[config.mk]
export PLATFORM = sky130hd
export DESIGN_NAME = prog_logic_unit
export DESIGN_NICKNAME = d
export VERILOG_FILES = /design/src/rtl/plu_pkg.sv /design/src/rtl/plu_tt_loader.sv /design/src/rtl/prog_logic_unit.sv
export SDC_FILE = /design/constraint.sdc
export NUM_CORES = 1
export LEC_CHECK = 0
export BUFFER_PORTS_ARGS = -buffer_cell sky130_fd_sc_hd__buf_2
export CAP_MARGIN = 10
export CORE_ASPECT_RATIO = 1.5
export CORE_UTILIZATION = 50
export DETAILED_ROUTE_END_ITERATION = 10
export PLACE_DENSITY = 0.7
export SKIP_CTS_REPAIR_TIMING = 1
export SYNTH_ARGS = -nofsm -noshare
export SYNTH_HDL_FRONTEND = slang
export SYNTH_SLANG_ARGS = --single-unit
[constraint.sdc]
create_clock -name clk -period 1.4 [get_ports clk]
set_input_delay 0.07 -clock clk [delete_from_list [all_inputs] [get_ports clk]]
set_output_delay 0.07 -clock clk [all_outputs]
set_load 0.005 [all_outputs]
[src/rtl/plu_pkg.sv]
// Shared types and sizing helpers for the programmable logic unit.
package plu_pkg;

  localparam int unsigned HIT_W    = 16;
  localparam int unsigned DEF_N_IN = 3;

  function automatic int unsigned tt_w(input int unsigned n);
    return 1 << n;
  endfunction

  // Bit counter carries one spare bit above the table index width.
  function automatic int unsigned cnt_w(input int unsigned n);
    return $clog2(tt_w(n)) + 1;
  endfunction

  localparam int unsigned CNT_W = cnt_w(DEF_N_IN);

  typedef enum logic {
    PLU_IDLE,
    PLU_LOAD
  } plu_state_e;

endpackage

[src/rtl/plu_tt_loader.sv]
// Serial truth-table loader: collects TT_W bits into a shadow register and
// emits a one-cycle commit pulse with the completed table.
module plu_tt_loader
  import plu_pkg::*;
#(
  parameter int unsigned N_IN = 3
) (
  input  logic                    clk,
  input  logic                    rst,
  input  logic                    cfg_start,
  input  logic                    cfg_valid,
  input  logic                    cfg_bit,
  output logic                    cfg_busy,
  output logic                    commit,
  output logic [tt_w(N_IN)-1:0]   commit_tt
);

  localparam int unsigned TT_W  = tt_w(N_IN);
  localparam int unsigned IDX_W = $clog2(TT_W);
  localparam int unsigned BC_W  = cnt_w(N_IN);
  localparam logic [BC_W-1:0] LAST_IDX = BC_W'(TT_W - 1);

  plu_state_e      state, state_nxt;
  logic [TT_W-1:0] shadow, shadow_nxt;
  logic [BC_W-1:0] bit_cnt, bit_cnt_nxt;
  logic            commit_nxt;

  always_ff @(posedge clk) begin
    if (rst) begin
      state   <= PLU_IDLE;
      shadow  <= '0;
      bit_cnt <= '0;
      commit  <= 1'b0;
    end else begin
      state   <= state_nxt;
      shadow  <= shadow_nxt;
      bit_cnt <= bit_cnt_nxt;
      commit  <= commit_nxt;
    end
  end

  // cfg_start wins over a same-cycle final bit, so a restart never commits.
  always_comb begin
    state_nxt   = state;
    shadow_nxt  = shadow;
    bit_cnt_nxt = bit_cnt;
    commit_nxt  = 1'b0;
    if (cfg_start) begin
      state_nxt   = PLU_LOAD;
      shadow_nxt  = '0;
      bit_cnt_nxt = '0;
    end else if (state == PLU_LOAD && cfg_valid) begin
      shadow_nxt[bit_cnt[IDX_W-1:0]] = cfg_bit;
      if (bit_cnt == LAST_IDX) begin
        state_nxt  = PLU_IDLE;
        commit_nxt = 1'b1;
      end else begin
        bit_cnt_nxt = bit_cnt + 1'b1;
      end
    end
  end

  // Shadow is complete and stable during the commit cycle.
  assign commit_tt = shadow;
  assign cfg_busy  = (state == PLU_LOAD) | commit;

endmodule

[src/rtl/prog_logic_unit.sv]
// Programmable N-input boolean evaluator, LANES lanes per beat, one shared table.
// Optional per-lane hit counters enabled by defining PLU_HITCNT_EN.
module prog_logic_unit
  import plu_pkg::*;
#(
  parameter int unsigned                N_IN     = 3,
  parameter int unsigned                LANES    = 4,
  parameter logic [tt_w(N_IN)-1:0]      RESET_TT = 8'hF8
) (
  input  logic                    clk,
  input  logic                    rst,
  input  logic                    cfg_start,
  input  logic                    cfg_valid,
  input  logic                    cfg_bit,
  output logic                    cfg_busy,
  input  logic                    in_valid,
  output logic                    in_ready,
  input  logic [LANES*N_IN-1:0]   in_data,
  output logic                    out_valid,
  input  logic                    out_ready,
  output logic [LANES-1:0]        out_data
`ifdef PLU_HITCNT_EN
  , output logic [LANES*HIT_W-1:0] hit_cnt
`endif
);

  localparam int unsigned TT_W = tt_w(N_IN);

  logic [TT_W-1:0]  active_tt;
  logic [TT_W-1:0]  commit_tt;
  logic             commit;
  logic             accept;
  logic [LANES-1:0] lane_res;

  plu_tt_loader #(
    .N_IN (N_IN)
  ) u_loader (
    .clk       (clk),
    .rst       (rst),
    .cfg_start (cfg_start),
    .cfg_valid (cfg_valid),
    .cfg_bit   (cfg_bit),
    .cfg_busy  (cfg_busy),
    .commit    (commit),
    .commit_tt (commit_tt)
  );

  always_comb begin
    lane_res = '0;
    for (int unsigned k = 0; k < LANES; k++) begin
      lane_res[k] = active_tt[in_data[k*N_IN +: N_IN]];
    end
  end

  assign in_ready = !out_valid || out_ready;
  assign accept   = in_valid && in_ready;

  // A beat accepted in the commit cycle still sees the old table.
  always_ff @(posedge clk) begin
    if (rst) begin
      active_tt <= RESET_TT;
      out_valid <= 1'b0;
      out_data  <= '0;
    end else begin
      if (commit) begin
        active_tt <= commit_tt;
      end
      if (accept) begin
        out_valid <= 1'b1;
        out_data  <= lane_res;
      end else if (out_ready) begin
        out_valid <= 1'b0;
      end
    end
  end

`ifdef PLU_HITCNT_EN
  always_ff @(posedge clk) begin
    if (rst || cfg_start) begin
      hit_cnt <= '0;
    end else if (out_valid && out_ready) begin
      for (int unsigned k = 0; k < LANES; k++) begin
        if (out_data[k] && hit_cnt[k*HIT_W +: HIT_W] != '1) begin
          hit_cnt[k*HIT_W +: HIT_W] <= hit_cnt[k*HIT_W +: HIT_W] + 1'b1;
        end
      end
    end
  end
`endif

endmodule

### Yosys cells after proc, flatten, opt, wreduce, memory -nomap -nowiden

Cells that the tools add are included.

| storage, ports and cells | value |
|---|---|
| register bits after elaboration | 27 |
| bits in latches | 0 |
| bits in writable memories | 0 |
| bits in read-only memories | 0 |
| bits of input ports | 19 |
| output and inout bits | 7 |
| logic and storage cells | 47 |
| memories | 0 |

| operators by class | value |
|---|---|
| add/subtract/negate cells | 1 |
| multiply operators | 0 |
| divide/modulo/power cells | 0 |
| order comparisons | 6 |
| eq/ne operators | 1 |
| shift-type cells | 0 |
| muxes and demuxes | 17 |
| bitwise logic cells | 3 |
| reductions and logical operators | 12 |

Operator list:

| kind | count |
|---|---|
| $lt A3 B4 Y1 const B | 5 |
| $bmux W1 S3 | 4 |
| $mux W1 | 11 |
| $bwmux W8 | 1 |
| $reduce_bool A2 Y1 | 3 |
| $add A4 B1 Y4 const B | 1 |
| $eq A4 B3 Y1 const B | 1 |
| $reduce_and A2 Y1 | 2 |
| $demux W1 S3 | 1 |
| $ge A3 B1 Y1 const B | 1 |
| $logic_and A1 B1 Y1 | 3 |
| $reduce_or A3 Y1 | 1 |
| $not A1 Y1 | 2 |
| $reduce_or A2 Y1 | 1 |
| $logic_not A1 Y1 | 1 |
| $logic_or A1 B1 Y1 | 1 |
| $or A1 B1 Y1 | 1 |

### Depth between registers and ports, before layout

Gate-level depths: netlist of run 1.

| depth | value |
|---|---|
| depth after elaboration | 5 |
| mapped depth | 4 |
| mapped depth without buffers | 4 |

### By module

From an unflattened synthesis of run 1, not the netlist that was laid out.

| unflattened totals | value |
|---|---|
| cell total of the unflattened synthesis | 146 |
| area total of the unflattened synthesis | 1393.8 um^2 |

Modules (own cells, without submodules):

| module | instances | cells each | area each (um^2) | seq. area each (um^2) |
|---|---|---|---|---|
| prog_logic_unit | 1 | 80 | 763.2 | 260.2 |
| plu_tt_loader | 1 | 66 | 630.6 | 280.3 |

### Worst setup path before layout of run 1

No wires, ideal clock.

| timing | value |
|---|---|
| path kind | register to register |
| start point | reg u_loader.bit_cnt[0] |
| end point | reg u_loader.bit_cnt[3] |
| library setup time | 70 ps |
| arrival time | 1156 ps |
| path slack | 173 ps |
| cell stages (with the launch flop) | 4 |
| buffers on the path | 0 |
| path through | dfxtp_1 ha_1 or4_1 a21oi_1 |

| on the way | value |
|---|---|
| longest elaborated chain between the ends | 3 |
| elaborated cells on any way between the ends | 4 |
| classes of those cells | 1 x add/sub; 1 x eq/ne; 1 x bitwise; 1 x reduce/logical |

Ends and longest elaborated chain:

| what | RTL line | text |
|---|---|---|
| start: declaration | plu_tt_loader.sv:25 | `logic [BC_W-1:0] bit_cnt, bit_cnt_nxt;` |
| start signal: assignment | plu_tt_loader.sv:37 | `bit_cnt <= bit_cnt_nxt;` |
| branches (longest 3 deep; another with $add A4 B1 Y4) | -- |  |

Parallel ways; which one is timed is not known.
A chain may end at the register's enable or synchronous reset.

### Final worst setup path of run 1

| timing | value |
|---|---|
| start point | reg u_loader.bit_cnt[0] |
| end point | reg u_loader.bit_cnt[0] |

Same word-level chain as after synthesis.

==> results of run 1 <==
-- worst paths after layout --
kind                               from                  end  slack [ns]  cells after the start
setup / recovery    u_loader.bit_cnt[0]  u_loader.bit_cnt[0]        0.09                      4
hold / removal                cfg_start       u_loader.state        0.03                      3
setup reg to reg    u_loader.bit_cnt[0]  u_loader.bit_cnt[0]        0.09                      4
hold reg to reg   u_loader.commit_tt[7]         active_tt[7]        0.46                      1
-- stage by stage --
step           instance area (um^2)  cells  hold WS (ns)  worst slack (ns)
6_report                       1620    221        0.0349            0.0867
5_1_grt                        1620    221        0.0486           0.00644
4_1_cts                        1620    221        0.0324            0.0618
3_5_place_dp                   1570    217         0.318            0.0782
3_3_place_gp                   1570    217         0.311             0.149
2_1_floorplan                  1400    158         0.191             0.173
-- metal layers --
metal | up-vias | part of all wire, % | global-route usage, %
met5 | - | 0 | 0
met4 | 0 | 1.3 | 8.71
met3 | 4 | 1.9 | 2.44
met2 | 24 | 56 | 43.8
met1 | 583 | 40 | 20.2
li1 | 634 | - | -
-- flip-flops by register name, summed over array words and instances, names as in the netlist --
| register | cells |
|---|---|
| u_loader.commit | 1 |
| u_loader.state | 1 |
| out_data | 4 |
| u_loader.bit_cnt | 4 |
| active_tt | 8 |
| u_loader.commit_tt | 8 |
| out_valid | 1 |
-- layout by cell type, fill, tap and decap left out, types with 3 or more instances in the layout --
cell type and count:
a2bb2oi_1 4, mux2_2 4, a211o_1 5, nor2_1 11, o21ai_0 10, clkbuf_8 3, mux2i_1 16, dfxtp_1 26
a32o_1 4, nand4_1 3, a22oi_1 4, nand2_1 7, inv_1 3, nor2b_1 16, buf_2 25, a21oi_1 13
buf_4 4, nand3_1 7
-- critical path, cell delays in order (launching register included) --
cell and delay (ns):
dfxtp_2 0.36, ha_1 0.24, and3b_1 0.20, or3_1 0.31, a21oi_1 0.14
-- layout make-up --
cell class	instances	area, um^2	area share, %
well taps	37	46.3	2.86
multi-input cells	121	821	50.7
repair buffers	29	155	9.58
inverters	3	11.3	0.695
clock buffers	4	45.0	2.78
flip-flops and latches	27	542	33.4
-- cell families (layout without fill, tap and decap cells) --
group | count (synthesis) | count (layout) | share of synthesized area, %
simple gates | 58 | 58 | 23.1
fa+ha+maj | 1 | 1 | 0.892
buf+inv | 10 | 36 | 2.94
compound gates | 42 | 42 | 19.9
mux | 20 | 20 | 14.6
flops | 27 | 27 | 38.5
-- power by group through the flow --
stage | logic [mW] | registers [mW] | clock network, mW
final | 0.150 | 0.794 | 0.433
after global routing | 0.165 | 0.796 | 0.473
after CTS | 0.151 | 0.794 | 0.442
after detailed placement | 0.150 | 0.812 | 0
after global placement | 0.144 | 0.810 | 0
after floorplan | 0.0799 | 0.808 | 0
==> flow_metrics.env, run 1 <==
export IMPL_netlist_top_cell_by_area="dfxtp_1"
export IMPL_crit_fanout=7
export IMPL_cp_start_kind="flip-flop"
export IMPL_power_share_clock_pct=31.4
export IMPL_die_h_um=66.9
export IMPL_arrival_ns=1.52
export IMPL_post_synth_instance_area_mm2=0.00140
export IMPL_wire_length_of_the_first_global_routing_pass_um=4800
export IMPL_route_detailed_wl_per_inst_um=13.4
export IMPL_cts_root_buffer_cell="clkbuf_8"
export IMPL_layout_nets=205
export IMPL_die_width_um=45.2
export IMPL_vias_in_the_first_global_route=1200
export IMPL_yosys_top_cells_area="dfxtp_1 39%, mux2i_1 11%, nor2b_1 7.1%, a21oi_1 4.6%, o21ai_0 3.6%"
export IMPL_place_detailed_hpwl_um=2370
export IMPL_result_of_the_run="completed"
export IMPL_worst_skew_pair_late_latency_ns=0.27
export IMPL_power_ir_vdd_worst_v=0.000698
export IMPL_count_of_input_and_output_buffers=25
export IMPL_track_usage_pct=21.6
export IMPL_synth_warnings=0
export IMPL_syn_instance_count=158
export IMPL_layout_worst_path_cycle_share_pct=93.8
export IMPL_cp_end_kind="flip-flop"
export IMPL_synth_ff_type="dfxtp_1"
export IMPL_drt_iter0_drc=27
export IMPL_most_repeated_cell_in_the_gate_level_netlist_after_synthesis="dfxtp_1"
export IMPL_crit_type="flip-flop to flip-flop"
export IMPL_grt_start_max_net_pins=15
export IMPL_clock_tree_from_tritoncts="done"
export IMPL_layout_core_utilization_pct=60.5
export IMPL_tns_ns=0
export IMPL_synth_avg_cell_area_um2=8.88
export IMPL_p_seq_share_pct=57.7
export IMPL_h_tree_depth=1
export IMPL_power_leakage_nw=0.626
export IMPL_rsz0062_at_grt="false"
export IMPL_worstHoldPathType="input port to flip-flop"
export IMPL_clock_fmax_mhz=761
export IMPL_area_delta_synth_final_pct=15.5
export IMPL_slew_violations=0
export IMPL_final_layout_size_suffix_gt1_share_pct=22.8
export IMPL_place_gp_congestion=0.780
export IMPL_final_number_of_hold_violating_endpoints=0
export IMPL_timing_worst_slew_pin_value_ns=0.592
export IMPL_finalCriticalPeriod_ns=1.31
export IMPL_antennaDiodeCount=0
export IMPL_core_area_mm2=0.00268
export IMPL_synth_seq_area_share_pct=38.5
export IMPL_pwr_density_cell_mw_per_mm2=849
export IMPL_drtAntennaViolNets=0
export IMPL_synth_edff_count=0
export IMPL_antenna_violations_before_repair=0
export IMPL_synth_async_reset_ratio_pct=0
export IMPL_num_fill_cells=250
export IMPL_drc=0
export IMPL_globalRoute_totalOverflow=0
export IMPL_rows=23
export IMPL_slew_limit_headroom_pct=60.5
export IMPL_post_detailed_routing_wire_length_um=2960
export IMPL_internal_power_component_mw=1.06
export IMPL_synth_register_bits=27
export IMPL_synth_cell_types=32
export IMPL_cts_reportedPaths_clkPinSlew_ns=0.09
export IMPL_critical_path_required_ns=1.60
export IMPL_sw_frac_of_total_pct=23.0
export IMPL_synth_fp_nets=178
export IMPL_yosys_top_cells_count="27 x dfxtp_1, 16 x mux2i_1, 16 x nor2b_1"
export IMPL_tritoncts_num_buffers=3
export IMPL_cts_buffer_depth=2
export IMPL_route_detailed_vias_per_inst=5.63
export IMPL_route_vias_total=1245
export IMPL_switchingPower_mw=0.317
export IMPL_timing_clock_skew_ns=0.00345
export IMPL_dr_pass1_iters=6
export IMPL_pin_count=26
export IMPL_start_util_pct=52.4
export IMPL_synthDominantCellAreaShare_pct=38.5
export IMPL_combinationalPowerShare_pct=10.9
export IMPL_power_mw=1.38
export IMPL_floorplan_die_area_mm2=0.00303
export IMPL_report_final_setup_viol=0
export IMPL_max_cap_violations=0
export IMPL_cts_sinks=27
Note: power is estimated with default switching activity, not from simulation.
==> run 2: changes to the inputs <==
- ABC_AREA: unset -> 1
==> flow_metrics.env, run 2 <==
export IMPL_power_share_clock_pct=25.6
export IMPL_vias_in_the_first_global_route=1343
export IMPL_timing_worst_slew_pin_value_ns=0.300
export IMPL_yosys_top_cells_area="dfxtp_1 40%, nand2_1 15%, nand3_1 13%, a21oi_1 8.1%, inv_1 7.7%"
export IMPL_setup_worst_path_end="u_loader.bit_cnt[1]"
export IMPL_synth_warnings=0
export IMPL_track_usage_pct=24.8
export IMPL_synth_fp_nets=224
export IMPL_pwr_density_cell_mw_per_mm2=826
export IMPL_crit_fanout=5
export IMPL_h_tree_depth=1
export IMPL_drc=0
export IMPL_register_to_register_path_setup_slack_ns=0.1
export IMPL_switchingPower_mw=0.332
export IMPL_final_number_of_hold_violating_endpoints=0
export IMPL_cp_end_kind="flip-flop"
export IMPL_netlist_top_cell_by_area="dfxtp_1"
export IMPL_synth_edff_count=0
export IMPL_combinationalPowerShare_pct=13.0
export IMPL_rows=22
export IMPL_synth_avg_cell_area_um2=6.66
export IMPL_antenna_violations_before_repair=0
export IMPL_route_vias_total=1382
export IMPL_rr_worst_depth=5
export IMPL_antennaDiodeCount=0
export IMPL_timing_clock_skew_ns=0.0132
export IMPL_synth_seq_area_share_pct=39.8
export IMPL_die_width_um=44.6
export IMPL_crit_chain="ha_1 > nand3_1 > nand2_1 > nor2_1 > a211oi_1"
export IMPL_detailroute_wirelength_met3_um=84
export IMPL_final_layout_size_suffix_gt1_share_pct=16.4
export IMPL_worst_skew_pair_late_latency_ns=0.32
export IMPL_synth_register_bits=27
export IMPL_layout_nets=253
export IMPL_top_layer_used="met4"
export IMPL_drtAntennaViolNets=0
export IMPL_core_area_mm2=0.00250
export IMPL_cts_sinks=27
export IMPL_rsz0062_at_grt="false"
export IMPL_post_detailed_routing_wire_length_um=3220
export IMPL_pin_count=26
export IMPL_synth_async_reset_ratio_pct=0
export IMPL_die_h_um=65.8
export IMPL_most_repeated_cell_in_the_gate_level_netlist_after_synthesis="nand2_1"
export IMPL_arrival_ns=1.55
export IMPL_place_gp_congestion=0.848
export IMPL_clock_fmax_mhz=768
export IMPL_area_delta_synth_final_pct=15.2
export IMPL_postLayoutSetupSlackWorst_ns=0.0978
export IMPL_drt_iter0_drc=34
export IMPL_route_detailed_wl_per_inst_um=12.0
export IMPL_floorplan_die_area_mm2=0.00293
export IMPL_tritoncts_num_buffers=3
export IMPL_timing_rr_start="u_loader.bit_cnt[0]"
export IMPL_critPathSlowestCell="dfxtp_1"
export IMPL_result_of_the_run="completed"
export IMPL_yosys_top_cells_count="55 x nand2_1, 36 x nand3_1, 28 x inv_1"
export IMPL_grt_start_max_net_pins=17
export IMPL_final_cell_area_mm2=0.00157
export IMPL_power_leakage_nw=0.747
export IMPL_final_common_cell="nand2_1"
export IMPL_placement_cell_area_mm2=0.00153
export IMPL_cts_root_buffer_cell="clkbuf_4"
export IMPL_commonest_non_fill_non_tap_cells_in_the_layout="55 x nand2_1, 36 x nand3_1, 28 x inv_1"
export IMPL_wire_length_of_the_first_global_routing_pass_um=5550
export IMPL_worstHoldPathType="input port to flip-flop"
export IMPL_globalRoute_totalOverflow=0
export IMPL_critical_path_required_ns=1.65
export IMPL_drt_met1_wl_um=1330
export IMPL_slew_limit_headroom_pct=79.9
export IMPL_report_final_setup_viol=0
export IMPL_synthDominantCellAreaShare_pct=39.8
export IMPL_met2_length_um=1760
export IMPL_layout_worst_path_cycle_share_pct=93.0
export IMPL_finalCriticalPeriod_ns=1.30
export IMPL_dr_pass1_iters=4
export IMPL_slew_violations=0
export IMPL_power_ir_vdd_worst_v=0.000669
export IMPL_start_util_pct=54.2
export IMPL_crit_type="flip-flop to flip-flop"
export IMPL_final_cell_count_no_fill=268
export IMPL_sw_frac_of_total_pct=25.7
export IMPL_place_worst_setup_slack_ns=0.126
export IMPL_place_detailed_hpwl_um=2490
export IMPL_internal_power_component_mw=0.960
export IMPL_count_of_input_and_output_buffers=25
export IMPL_synth_cell_types=21
export IMPL_worst_path_largest_cell_delay_ns=0.46
export IMPL_cp_start_kind="flip-flop"
export IMPL_timing_critical_path_from="u_loader.bit_cnt[0]"
export IMPL_cts_reportedPaths_clkPinSlew_ns=0.15
export IMPL_cts_buffer_depth=2
export IMPL_num_fill_cells=251
export IMPL_place_inst=263
export IMPL_critical_register_to_register_path_endpoint="u_loader.bit_cnt[1]"
export IMPL_clock_tree_from_tritoncts="done"
export IMPL_syn_instance_count=204
export IMPL_route_detailed_vias_per_inst=5.16
export IMPL_tns_ns=0
export IMPL_power_mw=1.29
export IMPL_synth_ff_type="dfxtp_1"
export IMPL_p_seq_share_pct=61.4
export IMPL_max_cap_violations=0
export IMPL_post_synth_instance_area_mm2=0.00136
==> run 2: final cells by class <==
type | instances | area [um^2] | share of cell area [%]
Clock buffer | 3 | 22.5 | 1.44
Clock inverter | 1 | 7.51 | 0.480
Inverter | 30 | 113 | 7.19
Multi-Input combinational cell | 144 | 694 | 44.4
Sequential cell | 27 | 541 | 34.5
Tap cell | 36 | 45.0 | 2.88
Timing Repair Buffer | 27 | 143 | 9.11
==> run 2: power by group through the flow <==
stage          Sequential (mW)  Combinational [mW]  Clock (mW)
5_1_grt                  0.796               0.191       0.384
2_1_floorplan            0.811              0.0939           0
3_5_place_dp             0.810               0.166           0
4_1_cts                  0.794               0.166       0.341
6_report                 0.793               0.169       0.331
3_3_place_gp             0.810               0.157           0
==> run 2: layer usage <==
layer | up-vias | GRT usage (%)
li1 | 718 | -
met1 | 628 | 27.0
met2 | 32 | 48.5
met3 | 4 | 1.91
met4 | 0 | 7.20
met5 | - | 0
==> run 2: how the worst min path moves through the flow <==
stage	from	end	depth (start not counted)
finish	out_ready	out_valid	4
global route	out_ready	out_valid	4
CTS	cfg_start	u_loader.state	3
detailed placement	cfg_start	u_loader.state	3
global placement	cfg_start	u_loader.state	3
floorplan	rst	active_tt[3]	2
==> run 2: critical path: cells and delay by family (launching register included) <==
family,cells,cell delay [ns]
DFF,1,0.46
AOI/OAI and AO/OA,1,0.17
adders and majority gates,1,0.26
and+or+nand+nor,3,0.35
==> run 2: stage by stage <==
| step | hold WS, ns | util, % |
|---|---|---|
| 2_1_floorplan | 0.170 | - |
| 3_3_place_gp | 0.294 | 60.9 |
| 6_report | 0.0273 | 62.5 |
| 3_5_place_dp | 0.317 | 60.9 |
| 5_1_grt | 0.0435 | 62.5 |
| 4_1_cts | -0.0394 | 62.1 |
==> run 2: cell families after synthesis <==
kind of cell / after synthesis / synth area share, %
AO/OA/AOI/OAI: 34 / 13.4
adder cells (fa/ha/maj): 1 / 0.921
buffers and inverters: 33 / 9.12
flip-flops: 27 / 39.8
AND/OR/NAND/NOR: 109 / 36.7
